$ cat src/rtl/pid_vel_integrator.sv
// Velocity-form output stage for the BLDC speed loop: accumulate/difference/hold/passthrough,
// then slew limiting, then saturation. One sample per three cycles (IDLE -> CALC -> LIMIT).
module pid_vel_integrator #(
   parameter int W        = 9,
   parameter int OUT_MAX  = 2**(W-1) - 1,
   parameter int OUT_MIN  = -(2**(W-1) - 1),
   parameter int SLEW_MAX = 0
) (
   input  logic                CLK,
   input  logic                RSTN,
   input  logic signed [W-1:0] in_vel,
   input  logic                in_valid,
   output logic                in_ready,
   input  logic [1:0]          mode,
   input  logic                clear,
   output logic signed [W-1:0] out_vel,
   output logic                out_valid,
   output logic                sat_hi,
   output logic                sat_lo,
   output logic                slew_lim
);

   localparam logic [1:0] IDLE  = 2'd0;
   localparam logic [1:0] CALC  = 2'd1;
   localparam logic [1:0] LIMIT = 2'd2;

   localparam logic [1:0] MODE_ACC  = 2'd0;
   localparam logic [1:0] MODE_DIFF = 2'd1;
   localparam logic [1:0] MODE_HOLD = 2'd2;

   localparam int WR = W + 2;
   localparam int WD = W + 3;

   localparam logic signed [WD-1:0] SLEW_C = WD'(SLEW_MAX);
   localparam logic signed [WD-1:0] MAX_C  = WD'(OUT_MAX);
   localparam logic signed [WD-1:0] MIN_C  = WD'(OUT_MIN);

   logic [1:0]           state_q, state_d;
   logic [1:0]           mode_q, mode_d;
   logic signed [W-1:0]  in_q, in_d;
   logic signed [W-1:0]  prev_old_q, prev_old_d;
   logic signed [W-1:0]  prev_in_q, prev_in_d;
   logic signed [WR-1:0] raw_q, raw_d;
   logic signed [W-1:0]  out_vel_q, out_vel_d;
   logic                 out_valid_q, out_valid_d;
   logic                 sat_hi_q, sat_hi_d;
   logic                 sat_lo_q, sat_lo_d;
   logic                 slew_lim_q, slew_lim_d;

   logic                 accept;
   logic signed [WR-1:0] out_x, in_x, prev_x;
   logic signed [WD-1:0] out_w, raw_w, delta, lim;

   assign in_ready = (state_q == IDLE);
   assign accept   = in_valid & in_ready & ~clear;

   assign out_x  = {{2{out_vel_q[W-1]}}, out_vel_q};
   assign in_x   = {{2{in_q[W-1]}}, in_q};
   assign prev_x = {{2{prev_old_q[W-1]}}, prev_old_q};
   assign out_w  = {{3{out_vel_q[W-1]}}, out_vel_q};
   assign raw_w  = {raw_q[WR-1], raw_q};
   assign delta  = raw_w - out_w;

   always_comb begin
      lim        = raw_w;
      slew_lim_d = 1'b0;
      if ((SLEW_MAX != 0) && ((delta > SLEW_C) || (delta < -SLEW_C))) begin
         lim        = delta[WD-1] ? (out_w - SLEW_C) : (out_w + SLEW_C);
         slew_lim_d = 1'b1;
      end
   end

   always_comb begin
      state_d     = state_q;
      mode_d      = mode_q;
      in_d        = in_q;
      prev_old_d  = prev_old_q;
      prev_in_d   = prev_in_q;
      raw_d       = raw_q;
      out_vel_d   = out_vel_q;
      out_valid_d = 1'b0;
      sat_hi_d    = sat_hi_q;
      sat_lo_d    = sat_lo_q;

      unique case (state_q)
         IDLE: begin
            if (accept) begin
               in_d       = in_vel;
               mode_d     = mode;
               prev_old_d = prev_in_q;
               prev_in_d  = in_vel;
               state_d    = CALC;
            end
         end
         CALC: begin
            case (mode_q)
               MODE_ACC:  raw_d = out_x + in_x;
               MODE_DIFF: raw_d = in_x - prev_x;
               MODE_HOLD: raw_d = out_x;
               default:   raw_d = in_x;
            endcase
            state_d = LIMIT;
         end
         LIMIT: begin
            out_valid_d = 1'b1;
            sat_hi_d    = 1'b0;
            sat_lo_d    = 1'b0;
            if (lim > MAX_C) begin
               out_vel_d = MAX_C[W-1:0];
               sat_hi_d  = 1'b1;
            end else if (lim < MIN_C) begin
               out_vel_d = MIN_C[W-1:0];
               sat_lo_d  = 1'b1;
            end else begin
               out_vel_d = lim[W-1:0];
            end
            state_d = IDLE;
         end
         default: state_d = IDLE;
      endcase

      // clear overrides everything, including an in-flight sample
      if (clear) begin
         state_d     = IDLE;
         prev_in_d   = '0;
         out_vel_d   = '0;
         out_valid_d = 1'b0;
         sat_hi_d    = 1'b0;
         sat_lo_d    = 1'b0;
      end
   end

   always_ff @(posedge CLK) begin
      if (!RSTN) begin
         state_q     <= IDLE;
         mode_q      <= 2'd0;
         in_q        <= '0;
         prev_old_q  <= '0;
         prev_in_q   <= '0;
         raw_q       <= '0;
         out_vel_q   <= '0;
         out_valid_q <= 1'b0;
         sat_hi_q    <= 1'b0;
         sat_lo_q    <= 1'b0;
         slew_lim_q  <= 1'b0;
      end else begin
         state_q     <= state_d;
         mode_q      <= mode_d;
         in_q        <= in_d;
         prev_old_q  <= prev_old_d;
         prev_in_q   <= prev_in_d;
         raw_q       <= raw_d;
         out_vel_q   <= out_vel_d;
         out_valid_q <= out_valid_d;
         sat_hi_q    <= sat_hi_d;
         sat_lo_q    <= sat_lo_d;
         if (clear) begin
            slew_lim_q <= 1'b0;
         end else if (state_q == LIMIT) begin
            slew_lim_q <= slew_lim_d;
         end
      end
   end

   assign out_vel   = out_vel_q;
   assign out_valid = out_valid_q;
   assign sat_hi    = sat_hi_q;
   assign sat_lo    = sat_lo_q;
   assign slew_lim  = slew_lim_q;

endmodule

$ cat config.mk
export PLATFORM = sky130hd
export DESIGN_NAME = pid_vel_integrator
export DESIGN_NICKNAME = d
export VERILOG_FILES = /design/src/rtl/pid_vel_integrator.sv
export SDC_FILE = /design/constraint.sdc
export NUM_CORES = 1
export LEC_CHECK = 0
export BUFFER_PORTS_ARGS = -buffer_cell sky130_fd_sc_hd__buf_4
export CORE_MARGIN = 8
export CORE_UTILIZATION = 58
export DETAILED_ROUTE_END_ITERATION = 16
export PLACE_DENSITY = 0.79
export SYNTH_ARGS = -nofsm -noshare
export SYNTH_HDL_FRONTEND = slang
export SYNTH_SLANG_ARGS = --single-unit
$ cat constraint.sdc
create_clock -name CLK -period 3.45 [get_ports CLK]
set_clock_uncertainty 0.2 [all_clocks]
set_input_delay 0 -clock CLK [delete_from_list [all_inputs] [get_ports CLK]]
set_output_delay 0 -clock CLK [all_outputs]
set_load 0.02 [all_outputs]
==> out/metrics.cfg, run 1 <==
[outcome]
status = complete, no violations

[placed_design]
dp_hpwl_um = 4430
finalWeightedCongestion = 0.885
io_buffers = 27

[critical_path]
timing.critical_path.required_ns = 3.48
critPathMaxFanout = 7
worstPathCellList = inv_1, ha_1, xor2_1, nand2_1, o21ai_0, ha_1, nor2b_4, o21a_1, o21ai_2, a211oi_1, or4_1, o211ai_1
critPathKind = reg -> reg
critPathLaunchType = register
slowest_stage = or4_1
arrival_ns = 2.94
r2r_slack_ns = 0.55
cp-end-kind = register
critPathMostFrequentCell = ha_1
max_stage_delay_ns = 0.48

[synthesis]
synth.distinct_cells = 46
synth_most_common_cell = nand2_1
synthArstFlopShare = 0
synth-seq-cells = 53
synthTopCellsByCount = 82 x nand2_1, 53 x dfxtp_1, 28 x a21oi_1, 23 x o21ai_0, 22 x a21boi_0
synth_edf_count = 0
synth_nets = 365
ys_seq_area_frac = 0.385
yosys-top-cells-area = dfxtp_1 39%, nand2_1 11%, a21boi_0 6.0%
synthMuxAreaShare = 0.0459
synth_top_family_by_area = compound AO/OA/AOI/OAI gates
synth.avg_cell_area_um2 = 8.13
synth-compound-area-share = 0.221
yosys.area_share.simple = 0.214
synth-adder-area-share = 0.0527
synth_top_area_cell = dfxtp_1
synth_top_area_frac = 0.385
synth_warnings = 0
synth_xor_area_frac = 0.0381
syn_inst = 339
synth_ff_type = dfxtp_1
synthesis.area_um2 = 2760

[pwr]
peakVddDrop_uv = 251
p_leak_nw = 1.28
totalPowerFinal_w = 0.00119
cellPowerDensity_nw_per_um2 = 371

[timing]
setup_tns_ns = 0
fin_crit_ns = 2.90
worst_pin_slew_ns = 1.05
slew_viol_final = 0
slew_headroom = 0.297
max_clock_freq_mhz = 344
setup_viol = 0
fin_crit_sh = 0.842
rsz0062_at_grt = false
hold_viol_final = 0

[global_routing]
grt_overflow = 0
antenna_found_initial = 0
grt_pass1_wl_um = 10500
first_global_vias = 2265
track_usage = 0.179
grt_max_degree = 34

[routing]
dr.pass1.iters = 4
drc = 0
via_count = 2406
routed_wl_um = 6250
drtIter0Drc = 157
wl_per_cell_um = 14.6
routed_via_density = 5.61
drtAntennaViolNets = 0

[layout]
syn_to_final_growth_pct = 16.8
final_util = 0.690
drive_gt1_frac = 0.136
antenna_cells = 0
fin_nets = 400

[floorplan]
coreArea_um2 = 4660
die_x_um = 84.9
die_h_um = 84.9
io_pins = 29
start_util = 0.591
rows = 25
die-area_um2 = 7210

[clock_tree]
cts_resized = 0
numCtsBuffers = 5
cts_tree = yes
ctsRootBufferMaster = clkbuf_8
cts.sinks = 53
clock_path_buffers = 2
clk_latency_ns = 0.30
h-tree-depth = 2
clk_pin_slew_ns = 0.09

[job]
maxCapViolCount = 0

[min_path]
hp-class = in -> reg

## flip-flops by register name, indices dropped and copies added, names as in the netlist
register / count
sat_hi: 1
in_q: 9
raw_q: 10
state_q: 2
sat_lo: 1
prev_in_q: 9
out_valid: 1
prev_old_q: 9
out_vel: 9
mode_q: 2
## through the flow
stage	worst slack [ns]	cells	hold slack, ns	instance area [um^2]
after global placement	0.670	406	0.0676	2990
after global routing	0.366	429	0.185	3220
after floorplan	0.632	339	-0.0551	2760
final	0.546	429	0.150	3220
after CTS	0.557	429	0.141	3220
after detailed placement	0.590	406	0.0760	2990
## routing by layer
metal,vias up,GRT usage,part of all wire,wire [um]
met2,49,0.304,0.49,3040
met3,8,0.0425,0.044,272
met1,1116,0.217,0.46,2860
met4,0,0.0583,0.013,82
met5,-,0,0,0
li1,1233,-,-,-
## timing repair
item / 4_1_cts / 5_1_grt
hold endpoints to repair: 39 / 0
setup buffers: 0 / 0
hold buffers: 15 / 0
## kinds of logic (layout without fill, tap and decap cells)
kind of cell             Yosys count  after routing
XOR/XNOR                          12             12
flip-flops                        53             53
other                              1              1
adder cells (fa/ha/maj)           11             11
buffers and inverters             28             64
multiplexers                      12             12
AND/OR/NAND/NOR                  126            126
AO/OA/AOI/OAI                     96             96
## report_power, final
part / switching [W] / internal, W / leakage (nW)
sequential: 0.0000141 / 0.000629 / 0.430
clock: 0.000191 / 0.000145 / 0.0395
combinational: 0.000114 / 0.000101 / 0.815
## worst max-delay path, delay by kind of cell, from the launching register on
family          cells  cell delay (ns)
simple gates        3             0.70
flops               1             0.45
xor+xnor            1             0.16
fa+ha+maj           2             0.58
buf+inv             1             0.12
compound gates      5             0.63
## worst paths after layout
check	from	to	cells past startpoint
worst min-delay path	in_valid	prev_old_q[0]	5
worst max register to register	out_vel[0]	raw_q[8]	12
worst min register to register	prev_in_q[8]	prev_in_q[8]	2
worst max-delay path	out_vel[0]	raw_q[8]	12
## cells in the final DEF (no fill, tap or decap), types with 10 or more instances in the layout
cell	netlist	final
dfxtp_1	53	53
nand2_1	82	82
o21ai_0	23	23
a21boi_0	22	22
dlygate4sd3_1	0	15
ha_1	10	10
a21oi_1	28	28
nor2_1	11	11
buf_4	1	32
## final cells by class
type / instances / area, um^2
timing repair buffer: 47 / 390
tap: 54 / 67.6
clock buffer: 8 / 80.1
sequential: 53 / 1060
inverter: 9 / 33.8
multi-input combinational: 258 / 1590
fill: 386 / 1440
No activity file was read; power rests on OpenSTA's default activity.
==> inputs of run 2 (changes only) <==
==> constraint.sdc (replaced) <==
create_clock -name CLK -period 2.89 [get_ports CLK]
set_clock_uncertainty 0.2 [all_clocks]
set_input_delay 0 -clock CLK [delete_from_list [all_inputs] [get_ports CLK]]
set_output_delay 0 -clock CLK [all_outputs]
set_load 0.02 [all_outputs]
==> out/metrics.cfg, run 2 (synthesis results as in run 1) <==
[critical_path]
reg2reg_depth = 12  ; unchanged
setup.worst_path.end = raw_q[8]
critPathBufInv = 0  ; -1
reg2reg_from = out_vel[2]
critPathKind = reg -> reg
max_stage_delay_ns = 0.51  ; +0.03 ns
worstPathCellList = nor2_1, nand3_1, nor2_1, xor2_1, nand2_1, o21ai_0, ha_1, o21a_1, nor2_1, a211oi_1, or4_1, o211ai_1
critPathLaunchType = register
slowest_stage = dfxtp_1
arrival_ns = 2.79  ; -0.15 ns
critPathMostFrequentCell = nor2_1
r2r-end = raw_q[8]
cpLargestDelayFamily = simple AND/OR/NAND/NOR gates
cp-startpoint = out_vel[2]
critPathMaxFanout = 7  ; unchanged
timing.critical_path.required_ns = 2.92  ; -0.56 ns
cp.depth = 12  ; unchanged
cp-end-kind = register
r2r_slack_ns = 0.13  ; -0.42 ns

[routing]
drc = 0  ; unchanged
routed_via_density = 5.69  ; +1.4%
drtAntennaViolNets = 0  ; unchanged
routed_wl_um = 6610  ; +5.7%
via_count = 2457  ; +2.1%
drtIter0Drc = 168  ; +7.0%
dr.pass1.iters = 4  ; unchanged
wl_per_cell_um = 15.3  ; +5.0%

[layout]
fin_nets = 405  ; +1.3%
drive_gt1_frac = 0.159  ; +0.0227
largest_reg_flops = 10  ; unchanged
syn_to_final_growth_pct = 18.3
final_cell_mix = 82 x nand2_1, 53 x dfxtp_1, 37 x buf_4
final_common_cell = nand2_1
seqCellArea_um2 = 1060  ; unchanged
antenna_cells = 0  ; unchanged
n_fill_cell = 393  ; +1.8%
regMostFlops = raw_q
multi_input_comb_area_um2 = 1600  ; +0.71%

[placed_design]
dp_slack_ns = 0.190  ; -0.400 ns
dp_hpwl_um = 4690  ; +5.9%
finalWeightedCongestion = 0.930  ; +5.1%
io_buffers = 27  ; unchanged

[pwr]
switching_share = 0.269  ; +0.00136
peakVddDrop_uv = 320  ; +27%
p_int_w = 0.00104  ; +19%
p_leak_nw = 1.31  ; +2.1%
p_seq_frac = 0.541  ; +0.003
clockPowerShare = 0.270  ; -0.011
cellPowerDensity_nw_per_um2 = 435  ; +17%
p_comb_frac = 0.189  ; +0.008
p_sw_w = 0.000381  ; +19%

[global_routing]
grt_pass1_wl_um = 11000  ; +4.3%
antenna_found_initial = 0  ; unchanged
grt_max_degree = 34  ; unchanged
first_global_vias = 2397  ; +5.8%
grt_overflow = 0  ; unchanged
track_usage = 0.185  ; +0.00625

[clock_tree]
clk_latency_ns = 0.30  ; about the same
cts.sinks = 53  ; unchanged
clk_pin_slew_ns = 0.09  ; about the same
numCtsBuffers = 5  ; unchanged
ctsRootBufferMaster = clkbuf_8
clock_path_buffers = 2  ; unchanged
cts_tree = yes
h-tree-depth = 2  ; unchanged

[timing]
setup_tns_ns = 0  ; unchanged
fin_crit_sh = 0.956  ; +0.114
slew_viol_final = 0  ; unchanged
worst_pin_slew_ns = 0.931  ; -0.120 ns
slew_headroom = 0.379  ; +0.0822
setup_viol = 0  ; unchanged
max_clock_freq_mhz = 362  ; +5.1%
final.setup.worst_slack_ns = 0.127  ; -0.419 ns
hold_viol_final = 0  ; unchanged
hold_ws_ns = 0.0673  ; -0.0825 ns
fin_crit_ns = 2.76  ; -0.141 ns

[floorplan]
die_x_um = 84.9  ; unchanged
io_pins = 29  ; unchanged
die-area_um2 = 7210  ; unchanged
die_h_um = 84.9  ; unchanged
rows = 25  ; unchanged
start_util = 0.591  ; unchanged
coreArea_um2 = 4660  ; unchanged

[min_path]
hp-class = in -> reg

[job]
maxCapViolCount = 0  ; unchanged

[outcome]
status = complete, no violations

[run 2: cell type report]
class | instances | share of cell area
multi-input cells | 258 | 0.490
clock buffers | 5 | 0.0211
well taps | 54 | 0.0207
inverters | 9 | 0.0104
flip-flops and latches | 53 | 0.325
clock inverters | 1 | 0.00153
repair buffers | 52 | 0.131
[run 2: power by group through the flow]
stage	Combinational [W]	Sequential (W)	Clock, W
detailed placement	0.000242	0.000784	0
CTS	0.000259	0.000767	0.000387
global route	0.000296	0.000770	0.000413
floorplan	0.000184	0.000779	0
finish	0.000268	0.000768	0.000382
global placement	0.000238	0.000784	0
[run 2: repair_timing]
item,4_1_cts,5_1_grt
hold endpoints to repair,39,0
hold buffers,15,0
resized for setup,0,3
buffers inserted,0,1
endpoints found under the setup margin,0,2
[run 2: worst min path at each step]
| stage | startpoint | endpoint | cells after the start |
|---|---|---|---|
| floorplan | mode[0] | mode_q[0] | 2 |
| global placement | in_vel[2] | prev_in_q[2] | 3 |
| detailed placement | in_vel[2] | prev_in_q[2] | 3 |
| CTS | in_valid | prev_in_q[2] | 5 |
| global route | in_valid | prev_in_q[4] | 5 |
| finish | in_valid | prev_old_q[1] | 5 |
[run 2: metal layers]
metal | part of all wire | global-route usage | vias up
met5 | 0 | 0 | -
li1 | - | - | 1239
met3 | 0.041 | 0.0338 | 9
met1 | 0.44 | 0.218 | 1153
met2 | 0.50 | 0.331 | 56
met4 | 0.014 | 0.0599 | 0
[run 2: tightest hold or removal path, stage by stage]
cell and delay, ns:
buf_4 0.08, nand3b_1 0.07, buf_4 0.22, nand2_1 0.09
a21boi_0 0.06
[run 2: per-stage QoR]
step                power, W   util  cell area, um^2  instances
global placement     0.00102  0.648             3020        410
global route         0.00148  0.700             3260        432
detailed placement   0.00103  0.648             3020        410
finish               0.00142  0.700             3260        432
CTS                  0.00141  0.696             3240        431
floorplan           0.000963      -             2760        339
==> inputs of run 3 (changes only) <==
--- a/config.mk
+++ b/config.mk
@@ -7,9 +7,9 @@
 export LEC_CHECK = 0
 export BUFFER_PORTS_ARGS = -buffer_cell sky130_fd_sc_hd__buf_4
 export CORE_MARGIN = 8
-export CORE_UTILIZATION = 58
+export CORE_UTILIZATION = 55
 export DETAILED_ROUTE_END_ITERATION = 16
-export PLACE_DENSITY = 0.79
+export PLACE_DENSITY = 0.75
 export SYNTH_ARGS = -nofsm -noshare
 export SYNTH_HDL_FRONTEND = slang
 export SYNTH_SLANG_ARGS = --single-unit
==> out/metrics.cfg, run 3 (synthesis results as in run 1) <==
[critical_path]
cp.depth = 12  ; unchanged
max_stage_delay_ns = 0.49  ; -0.02 ns
timing.critical_path.required_ns = 2.92  ; about the same
r2r_slack_ns = 0.11  ; -0.02 ns
r2r-end = raw_q[8]
cpLargestDelayFamily = simple AND/OR/NAND/NOR gates
reg2reg_depth = 12  ; unchanged
critPathLaunchType = register
critPathBufInv = 1  ; +1
critPathMostFrequentCell = ha_1
cp-startpoint = out_vel[0]
worstPathCellList = inv_1, ha_1, xor2_1, nand2_1, o21ai_0, ha_1, nor2b_4, o21a_1, o21ai_2, a211oi_2, or4_1, o211ai_1
slowest_stage = or4_1
arrival_ns = 2.82  ; +0.03 ns
setup.worst_path.end = raw_q[8]
critPathKind = reg -> reg
critPathMaxFanout = 4  ; -3
cp-end-kind = register
reg2reg_from = out_vel[0]

[timing]
slew_viol_final = 0  ; unchanged
fin_crit_ns = 2.78  ; +0.0203 ns
fin_crit_sh = 0.963  ; +0.00702
worst_pin_slew_ns = 0.960  ; +0.0291 ns
rsz0062_at_grt = true
slew_headroom = 0.360  ; -0.0194
max_clock_freq_mhz = 359  ; -0.73%
setup_tns_ns = 0  ; unchanged
setup_viol = 0  ; unchanged
hold_viol_final = 0  ; unchanged

[layout]
fin_nets = 405  ; unchanged
final_util = 0.692  ; -0.00731
final_common_cell = nand2_1
post-route-cell-area_um2 = 3310  ; +1.6%
largest_reg_flops = 10  ; unchanged
final_cell_count_no_fill = 447  ; +3.5%
syn_to_final_growth_pct = 20.3
final_cell_mix = 82 x nand2_1, 53 x dfxtp_1, 36 x buf_4
antenna_cells = 0  ; unchanged
regMostFlops = raw_q
drive_gt1_frac = 0.161  ; +0.00180

[routing]
routed_via_density = 5.55  ; -2.4%
wl_per_cell_um = 14.7  ; -3.6%
routed_wl_um = 6590  ; -0.29%
dr.pass1.iters = 4  ; unchanged
drtAntennaViolNets = 0  ; unchanged
drc = 0  ; unchanged
drtIter0Drc = 127  ; -24%
via_count = 2481  ; +0.98%

[global_routing]
grt_overflow = 0  ; unchanged
first_global_vias = 2459  ; +2.6%
antenna_found_initial = 0  ; unchanged
track_usage = 0.183  ; -0.00201
grt_max_degree = 34  ; unchanged
grt_pass1_wl_um = 11200  ; +1.5%

[pwr]
peakVddDrop_uv = 346  ; +8.1%
switching_share = 0.269  ; +0.000552
clockPowerShare = 0.306  ; +0.036
p_sw_w = 0.000403  ; +5.8%
p_seq_frac = 0.513  ; -0.028
p_leak_nw = 1.33  ; +1.6%
p_int_w = 0.00109  ; +5.5%
p_comb_frac = 0.181  ; -0.008
cellPowerDensity_nw_per_um2 = 452  ; +3.9%

[clock_tree]
clk_latency_ns = 0.30  ; about the same
numCtsBuffers = 5  ; unchanged
post_cts_buffers = 0  ; unchanged
cts.sinks = 53  ; unchanged
ctsRootBufferMaster = clkbuf_8
h-tree-depth = 2  ; unchanged
clock_path_buffers = 2  ; unchanged
clk_pin_slew_ns = 0.09  ; about the same
cts_tree = yes

[placed_design]
io_buffers = 27  ; unchanged
placed_area_um2 = 3030  ; +0.54%
dp_hpwl_um = 4620  ; -1.4%
dp.cells = 423  ; +3.2%
finalWeightedCongestion = 0.890  ; -4.4%

[floorplan]
start_util = 0.576  ; -0.0155
coreArea_um2 = 4790  ; +2.7%
die_h_um = 86.8  ; +2.2%
die_x_um = 86.8  ; +2.2%
rows = 25  ; unchanged
io_pins = 29  ; unchanged
die-area_um2 = 7530  ; +4.4%

[outcome]
status = complete, no violations

[min_path]
hp-class = in -> reg

[job]
maxCapViolCount = 0  ; unchanged

==> run 3: cell count changes in the layout (fill, tap and decap cells not counted), sizes merged <==
cell and change:
buf -1, clkbuf +2, dlygate4sd3 +1
==> run 3: final cells by class <==
cell class                      count  area [um^2]
Clock inverter                      1         5.00
Fill cell                         404         1470
Timing Repair Buffer               52          430
Tap cell                           67         83.8
Multi-Input combinational cell    258         1600
Sequential cell                    53         1060
Clock buffer                        7         96.3
Inverter                            9         33.8
==> run 3: power groups by stage <==
stage | logic [W] | registers, W | clock network, W
2_1_floorplan | 0.000184 | 0.000779 | 0
3_3_place_gp | 0.000237 | 0.000784 | 0
3_5_place_dp | 0.000243 | 0.000785 | 0
4_1_cts | 0.000262 | 0.000768 | 0.000458
5_1_grt | 0.000301 | 0.000771 | 0.000487
6_report | 0.000271 | 0.000768 | 0.000458
==> run 3: worst min-delay path by stage <==
stage,depth (start not counted),to,start,slack (ns)
floorplan,2,mode_q[0],mode[0],-0.06
global placement,3,prev_in_q[6],in_vel[6],0.07
CTS,5,prev_in_q[6],in_valid,0.09
finish,5,prev_in_q[1],in_valid,0.08
detailed placement,3,prev_in_q[6],in_vel[6],0.08
global route,5,in_q[4],in_valid,0.13
==> run 3: tightest hold or removal path, stage by stage <==
cell and delay [ns]:
buf_4 0.08, nand3b_1 0.08, buf_4 0.23, nand2_1 0.10, a21oi_1 0.05
==> run 3: repair_timing <==
action,in CTS,in global routing
endpoints found under the hold margin,39,0
setup endpoints to repair,0,4
hold buffers,16,0
gates resized for setup,0,3
==> run 3: routing by layer <==
metal / share of wire / GRT usage / vias up / routed length, um
met5: 0 / 0 / - / 0
met4: 0.023 / 0.0657 / 0 / 150
met3: 0.035 / 0.0416 / 13 / 232
met2: 0.49 / 0.318 / 48 / 3260
met1: 0.45 / 0.214 / 1174 / 2950
li1: - / - / 1246 / -
==> run 3: metrics by stage <==
stage	power (W)	worst slack, ns	hold WS (ns)
floorplan	0.000963	0.0722	-0.0551
global placement	0.00102	0.204	0.0687
detailed placement	0.00103	0.132	0.0760
finish	0.00150	0.106	0.0806
global route	0.00156	-0.0270	0.129
CTS	0.00149	0.0805	0.0896
